===== config.mk =====
export PLATFORM = sky130hd
export DESIGN_NAME = mc6800_bus_master_flat
export DESIGN_NICKNAME = d
export VERILOG_FILES = /design/src/rtl/mc6800_bus_master_if.sv /design/src/rtl/mc6800_bus_master.sv /design/src/flat_wrapper.sv
export SDC_FILE = /design/constraint.sdc
export NUM_CORES = 1
export LEC_CHECK = 0
export CAP_MARGIN = 20
export CORE_MARGIN = 2
export CORE_UTILIZATION = 25
export DETAILED_ROUTE_END_ITERATION = 10
export GPL_TIMING_DRIVEN = 0
export PLACE_DENSITY = 0.48
export REMOVE_ABC_BUFFERS = 1
export SETUP_SLACK_MARGIN = 0.5
export SYNTH_ARGS = -nofsm -noshare
export SYNTH_HDL_FRONTEND = slang
export SYNTH_SLANG_ARGS = --single-unit

===== constraint.sdc =====
create_clock -name i_clk -period 2.3 [get_ports i_clk]
set_input_delay 0.23 -clock i_clk [delete_from_list [all_inputs] [get_ports i_clk]]
set_output_delay 0.23 -clock i_clk [all_outputs]
set_load 0.02 [all_outputs]

===== src/rtl/mc6800_bus_master_if.sv =====
// Request and bus signal bundle for mc6800_bus_master.
// The master modport is the bus master itself; the slave modport is the request
// agent / bus model on the other side.
// Optional macro MC6800_BUS_MRDY_EN adds the i_mrdy stretch input.
interface mc6800_bus_master_if #(
    parameter int unsigned ADDR_W = 16,
    parameter int unsigned DATA_W = 8
);
    logic              i_req;
    logic              i_we;
    logic [ADDR_W-1:0] i_addr;
    logic [DATA_W-1:0] i_wdata;
    logic              o_busy;
    logic              o_done;
    logic [DATA_W-1:0] o_rdata;
    logic [ADDR_W-1:0] o_addr;
    logic              o_RW;
    logic              o_E;
    logic              o_sram_ce;
    logic [DATA_W-1:0] o_data_out;
    logic              o_data_oe;
    logic [DATA_W-1:0] i_data_in;
`ifdef MC6800_BUS_MRDY_EN
    logic              i_mrdy;
`endif

    modport master (
`ifdef MC6800_BUS_MRDY_EN
        input  i_mrdy,
`endif
        input  i_req,
        input  i_we,
        input  i_addr,
        input  i_wdata,
        input  i_data_in,
        output o_busy,
        output o_done,
        output o_rdata,
        output o_addr,
        output o_RW,
        output o_E,
        output o_sram_ce,
        output o_data_out,
        output o_data_oe
    );

    modport slave (
`ifdef MC6800_BUS_MRDY_EN
        output i_mrdy,
`endif
        output i_req,
        output i_we,
        output i_addr,
        output i_wdata,
        output i_data_in,
        input  o_busy,
        input  o_done,
        input  o_rdata,
        input  o_addr,
        input  o_RW,
        input  o_E,
        input  o_sram_ce,
        input  o_data_out,
        input  o_data_oe
    );
endinterface


===== src/rtl/mc6800_bus_master.sv =====
// 6800-style E/RW bus initiator. Turns single-word read/write requests into a
// phased bus cycle: E low setup, E high data phase, one hold clock, done pulse.
// Optional macro MC6800_BUS_MRDY_EN: i_mrdy low in the last E-high clock
// stretches E high until i_mrdy returns high.
module mc6800_bus_master #(
    parameter int unsigned       ADDR_W        = 16,
    parameter int unsigned       DATA_W        = 8,
    parameter int unsigned       E_LOW_CYCLES  = 4,
    parameter int unsigned       E_HIGH_CYCLES = 4,
    parameter logic [ADDR_W-1:0] SRAM_BASE     = '0,
    parameter logic [ADDR_W-1:0] SRAM_MASK     = {1'b1, {(ADDR_W-1){1'b0}}}
) (
    input logic                 i_clk,
    input logic                 i_rst_n,
    mc6800_bus_master_if.master bus
);

    localparam int unsigned CntMax = (E_LOW_CYCLES > E_HIGH_CYCLES) ? E_LOW_CYCLES
                                                                    : E_HIGH_CYCLES;
    localparam int unsigned CntW   = $clog2(CntMax) + 1;

    localparam logic [CntW-1:0] LowLoad  = CntW'(E_LOW_CYCLES);
    localparam logic [CntW-1:0] HighLoad = CntW'(E_HIGH_CYCLES);
    localparam logic [CntW-1:0] CntLast  = CntW'(1);

    typedef enum logic [1:0] {
        StIdle,
        StElow,
        StEhigh,
        StHold
    } state_e;

    state_e          state_q;
    logic [CntW-1:0] cnt_q;
    logic            ehigh_stall;
    logic            sram_hit;

    // Slave-requested stretch of the final E-high clock.
`ifdef MC6800_BUS_MRDY_EN
    assign ehigh_stall = ~bus.i_mrdy;
`else
    assign ehigh_stall = 1'b0;
`endif

    // SRAM chip-select decode of the incoming request address.
    assign sram_hit = ((bus.i_addr & SRAM_MASK) == SRAM_BASE);

    // Bus cycle sequencer; all bus outputs are registered here.
    always_ff @(posedge i_clk or negedge i_rst_n) begin
        if (!i_rst_n) begin
            state_q         <= StIdle;
            cnt_q           <= '0;
            bus.o_E         <= 1'b0;
            bus.o_RW        <= 1'b1;
            bus.o_sram_ce   <= 1'b0;
            bus.o_data_oe   <= 1'b0;
            bus.o_busy      <= 1'b0;
            bus.o_done      <= 1'b0;
            bus.o_addr      <= '0;
            bus.o_data_out  <= '0;
            bus.o_rdata     <= '0;
        end else begin
            bus.o_done <= 1'b0;
            unique case (state_q)
                StIdle: begin
                    if (bus.i_req) begin
                        bus.o_addr     <= bus.i_addr;
                        bus.o_data_out <= bus.i_wdata;
                        bus.o_RW       <= ~bus.i_we;
                        bus.o_sram_ce  <= sram_hit;
                        bus.o_data_oe  <= bus.i_we;
                        bus.o_busy     <= 1'b1;
                        cnt_q          <= LowLoad;
                        state_q        <= StElow;
                    end
                end
                StElow: begin
                    if (cnt_q == CntLast) begin
                        bus.o_E <= 1'b1;
                        cnt_q   <= HighLoad;
                        state_q <= StEhigh;
                    end else begin
                        cnt_q <= cnt_q - 1'b1;
                    end
                end
                StEhigh: begin
                    if (cnt_q != CntLast) begin
                        cnt_q <= cnt_q - 1'b1;
                    end else if (!ehigh_stall) begin
                        // Read data is taken on the same edge that drops E.
                        if (bus.o_RW) begin
                            bus.o_rdata <= bus.i_data_in;
                        end
                        bus.o_E <= 1'b0;
                        state_q <= StHold;
                    end
                end
                StHold: begin
                    // Address, RW and data were held one clock past the E fall.
                    bus.o_RW      <= 1'b1;
                    bus.o_sram_ce <= 1'b0;
                    bus.o_data_oe <= 1'b0;
                    bus.o_busy    <= 1'b0;
                    bus.o_done    <= 1'b1;
                    state_q       <= StIdle;
                end
                default: begin
                    state_q <= StIdle;
                end
            endcase
        end
    end

endmodule

===== src/flat_wrapper.sv =====
// flat-port wrapper written by rule: the top's interface ports become plain ports
module mc6800_bus_master_flat 
#(
    parameter int unsigned       ADDR_W        = 16,
    parameter int unsigned       DATA_W        = 8,
    parameter int unsigned       E_LOW_CYCLES  = 4,
    parameter int unsigned       E_HIGH_CYCLES = 4,
    parameter logic [ADDR_W-1:0] SRAM_BASE     = '0,
    parameter logic [ADDR_W-1:0] SRAM_MASK     = {1'b1, {(ADDR_W-1){1'b0}}}
)
  (i_clk, i_rst_n, bus_i_req, bus_i_we, bus_i_addr, bus_i_wdata, bus_i_data_in, bus_o_busy, bus_o_done, bus_o_rdata, bus_o_addr, bus_o_RW, bus_o_E, bus_o_sram_ce, bus_o_data_out, bus_o_data_oe);
  mc6800_bus_master_if #(.ADDR_W(ADDR_W), .DATA_W(DATA_W)) bus_i ();
  input logic i_clk;
  input logic i_rst_n;
  input wire logic [$bits(bus_i.i_req)-1:0] bus_i_req;
  input wire logic [$bits(bus_i.i_we)-1:0] bus_i_we;
  input wire logic [$bits(bus_i.i_addr)-1:0] bus_i_addr;
  input wire logic [$bits(bus_i.i_wdata)-1:0] bus_i_wdata;
  input wire logic [$bits(bus_i.i_data_in)-1:0] bus_i_data_in;
  output wire logic [$bits(bus_i.o_busy)-1:0] bus_o_busy;
  output wire logic [$bits(bus_i.o_done)-1:0] bus_o_done;
  output wire logic [$bits(bus_i.o_rdata)-1:0] bus_o_rdata;
  output wire logic [$bits(bus_i.o_addr)-1:0] bus_o_addr;
  output wire logic [$bits(bus_i.o_RW)-1:0] bus_o_RW;
  output wire logic [$bits(bus_i.o_E)-1:0] bus_o_E;
  output wire logic [$bits(bus_i.o_sram_ce)-1:0] bus_o_sram_ce;
  output wire logic [$bits(bus_i.o_data_out)-1:0] bus_o_data_out;
  output wire logic [$bits(bus_i.o_data_oe)-1:0] bus_o_data_oe;
  assign bus_i.i_req = bus_i_req;
  assign bus_i.i_we = bus_i_we;
  assign bus_i.i_addr = bus_i_addr;
  assign bus_i.i_wdata = bus_i_wdata;
  assign bus_i.i_data_in = bus_i_data_in;
  assign bus_o_busy = bus_i.o_busy;
  assign bus_o_done = bus_i.o_done;
  assign bus_o_rdata = bus_i.o_rdata;
  assign bus_o_addr = bus_i.o_addr;
  assign bus_o_RW = bus_i.o_RW;
  assign bus_o_E = bus_i.o_E;
  assign bus_o_sram_ce = bus_i.o_sram_ce;
  assign bus_o_data_out = bus_i.o_data_out;
  assign bus_o_data_oe = bus_i.o_data_oe;
  mc6800_bus_master #(.ADDR_W(ADDR_W), .DATA_W(DATA_W), .E_LOW_CYCLES(E_LOW_CYCLES), .E_HIGH_CYCLES(E_HIGH_CYCLES), .SRAM_BASE(SRAM_BASE), .SRAM_MASK(SRAM_MASK)) u_core (.i_clk(i_clk), .i_rst_n(i_rst_n), .bus(bus_i));
endmodule

==> flow_metrics.py <==
metrics = {
    "drt": {
        "met3_length_um": 188,
        "vias": 1272,
        "wl_um": 4240,
        "antenna_left": 0,
        "first_pass_iters": 4,
        "routed_via_density": 4.16,
        "top_layer": "met4",
        "wl_per_cell_um": 13.9,
        "drtIter0Drc": 32,
        "wl_met2_um": 2330,
        "drc": 0,
        "m1WireLength_um": 1660,
    },
    "setup_path": {
        "start_kind": "flop",
        "crit_fanout": 4,
        "crit_type": "reg -> reg",
        "ff2ff_setup_slack_ns": 0.58,
        "worstReg2RegEnd": "u_core.cnt_q[0]$_DFFE_PN0P_",
        "reg2reg_from": "u_core.state_q[1]$_DFFE_PN0P_",
        "required_ns": 2.51,
        "worstRegToRegCells": 5,
        "cp.arrival_ns": 1.93,
        "crit_path_end_kind": "flop",
    },
    "power": {
        "power_mw": 3.96,
        "powerDensity_mw_per_mm2": 1420,
        "ir_drop_v": 0.000536,
        "leakage_nw": 1.17,
    },
    "sta": {
        "rsz0062_at_grt": "true",
        "clock.fmax_mhz": 581,
        "fin_skew_ns": 0.00411,
        "tightest_slew_ns": 0.404,
        "worst_slew_margin_rel_pct": 73.0,
        "post-route-period-util_pct": 74.9,
        "whs_ns": 0.351,
        "slew_violations": 0,
        "finalHoldViolations": 0,
        "fin_crit_ns": 1.72,
        "finalSetupViolations": 0,
    },
    "yosys": {
        "synth.avg_cell_area_um2": 14.2,
        "ys_async_sr_fraction_pct": 100,
        "syn_inst": 128,
        "synth.most_common_cell": "dfrtp_1",
        "yosysSeqAreaShare_pct": 59.4,
        "yosys_warnings": 0,
        "synth_seq_cells": 43,
        "synth.area.top_cells": "dfrtp_1 58%, mux2_2 20%, ha_1 4.8%",
        "synth_top_cell_by_area": "dfrtp_1",
        "synthesis.area_mm2": 0.00181,
        "synthTopCellsByCount": "42 x dfrtp_1, 33 x mux2_2, 7 x ha_1, 7 x inv_1, 5 x nor2_1",
        "netlist.area_leader.share_pct": 57.9,
        "yosysUniqueCellTypes": 27,
        "synth-edff-count": 0,
        "synth_ff_type": "dfrtp_1",
    },
    "layout": {
        "layout.nets": 250,
        "area_delta_synth_final_pct": 53.7,
        "fillers": 714,
        "antennaDiodeCount": 0,
        "drive_gt1_share_pct": 23.7,
        "utilization_pct": 39.1,
    },
    "floorplanning": {
        "dieWidth_um": 89.2,
        "die_area_mm2": 0.00795,
        "core_area_mm2": 0.00714,
        "die_height_um": 89.2,
        "initial_core_util_pct": 25.4,
        "row_count": 31,
        "ioPinCount": 74,
    },
    "clock_tree": {
        "cts_tree": "yes",
        "cts_buffer_depth": 2,
        "numCtsBuffers": 5,
        "clockRootBuffer": "clkbuf_8",
        "cts_num_sinks": 43,
        "htree_levels": 2,
        "clk_pin_slew_ns": 0.08,
        "clk_latency_ns": 0.30,
    },
    "grt": {
        "grt_pass1_vias": 1345,
        "grt_max_degree": 33,
        "globalRouteTotalUtil_pct": 10.8,
        "grt.overflow.total": 0,
        "grt_pass1_wl_um": 6450,
        "antenna_found_initial": 0,
    },
    "job": {
        "max_cap_viol_count": 0,
    },
    "placement": {
        "gp_congestion": 0.738,
        "hpwl_um": 3240,
        "io_buffers": 73,
    },
    "run_status": {
        "run_status": "complete, no violations",
    },
    "hold_path": {
        "hp-class": "in -> async",
    },
}
## logic make-up (layout without fill, tap and decap cells)
| family | count (synthesis) | after routing | synth area share (%) |
|---|---|---|---|
| and+or+nand+nor | 18 | 18 | 6.14 |
| muxes | 35 | 35 | 21.6 |
| DFF | 43 | 43 | 59.4 |
| buffers and inverters | 11 | 90 | 3.03 |
| adders and majority gates | 7 | 7 | 4.83 |
| AOI/OAI and AO/OA | 14 | 14 | 5.03 |
## state kept, by name, indices dropped and copies added (netlist names)
| register | flops |
|---|---|
| u_core.bus.o_done | 1 |
| u_core.bus.o_addr | 16 |
| u_core.bus.o_rdata | 8 |
| u_core.bus.o_busy | 1 |
| u_core.bus.o_sram_ce | 1 |
| u_core.bus.o_data_out | 8 |
| u_core.state_q | 2 |
| u_core.cnt_q | 3 |
| u_core.bus.o_E | 1 |
| u_core.bus.o_data_oe | 1 |
| u_core.bus.o_RW | 1 |
## layer usage
metal / track usage (%) / up-vias
li1: - / 602
met1: 12.3 / 631
met2: 19.3 / 33
met3: 2.86 / 6
met4: 4.07 / 0
met5: 0 / -
## layout by cell type, fill, tap and decap left out, types with 2 or more instances in the layout
cell type        netlist  routed
nor3_1                 2       2
nor2_1                 5       5
a22o_1                 2       2
ha_1                   7       6
mux2i_1                2       2
clkbuf_8               0       5
inv_1                  7       7
mux2_2                33      33
o22ai_1                2       2
o21ai_0                3       3
dfrtp_1               42      42
a21oi_1                3       3
nand2b_1               2       2
clkdlybuf4s50_1        0      72
## worst max-delay path, cell delays in order (launching register included)
cell,delay (ns)
dfrtp_1,0.39
inv_1,0.09
ha_2,0.35
nor2b_1,0.16
or4b_4,0.48
mux2i_1,0.17
## final cells by class
class                   count  area [um2]  share of cell area (%)
inverters                   7        26.3                   0.943
multi-input cells          74         694                    24.9
flip-flops and latches     43        1080                    38.6
clock buffers               6        72.6                    2.60
well taps                  99         124                    4.44
clock inverters             1        30.0                    1.08
repair buffers             76         763                    27.4
## worst max path at each step
stage                             startpoint                                end  slack [ns]  cells after the start
2_1_floorplan  u_core.state_q[0]$_DFFE_PN0P_   u_core.bus.o_addr[0]$_DFFE_PN0P_        0.51                      4
3_5_place_dp                       bus_i_req   u_core.bus.o_addr[2]$_DFFE_PN0P_        0.02                      3
5_1_grt        u_core.state_q[1]$_DFFE_PN0P_        u_core.cnt_q[0]$_DFFE_PN0P_        0.49                      5
6_report       u_core.state_q[1]$_DFFE_PN0P_        u_core.cnt_q[0]$_DFFE_PN0P_        0.58                      5
4_1_cts        u_core.state_q[0]$_DFFE_PN0P_        u_core.cnt_q[0]$_DFFE_PN0P_        0.47                      5
3_3_place_gp                         i_rst_n  u_core.bus.o_rdata[2]$_DFFE_PN0P_       -0.11                      1
## what timing repair did
action	CTS	global route
setup buffers	0	1
gates resized for setup	2	2
pin swaps	0	0
hold buffers	1	0
endpoints found under the hold margin	11	0
setup endpoints to repair	24	27
## stage by stage
stage | instance area (um2) | worst slack [ns] | TNS, ns | std cells
floorplan | 1790 | 0.511 | 0 | 124
detailed placement | 2660 | 0.0241 | 0 | 297
global placement | 2640 | -0.107 | -4.36 | 296
CTS | 2780 | 0.470 | 0 | 305
global route | 2790 | 0.488 | 0 | 306
finish | 2790 | 0.578 | 0 | 306
## where the power goes
part           total, mW  switching (mW)  internal, mW
sequential          1.33           0.197          1.13
combinational       2.06           0.961          1.10
clock              0.571           0.253         0.318
total               3.96            1.41          2.55
Power figures use the tool's default switching activity.
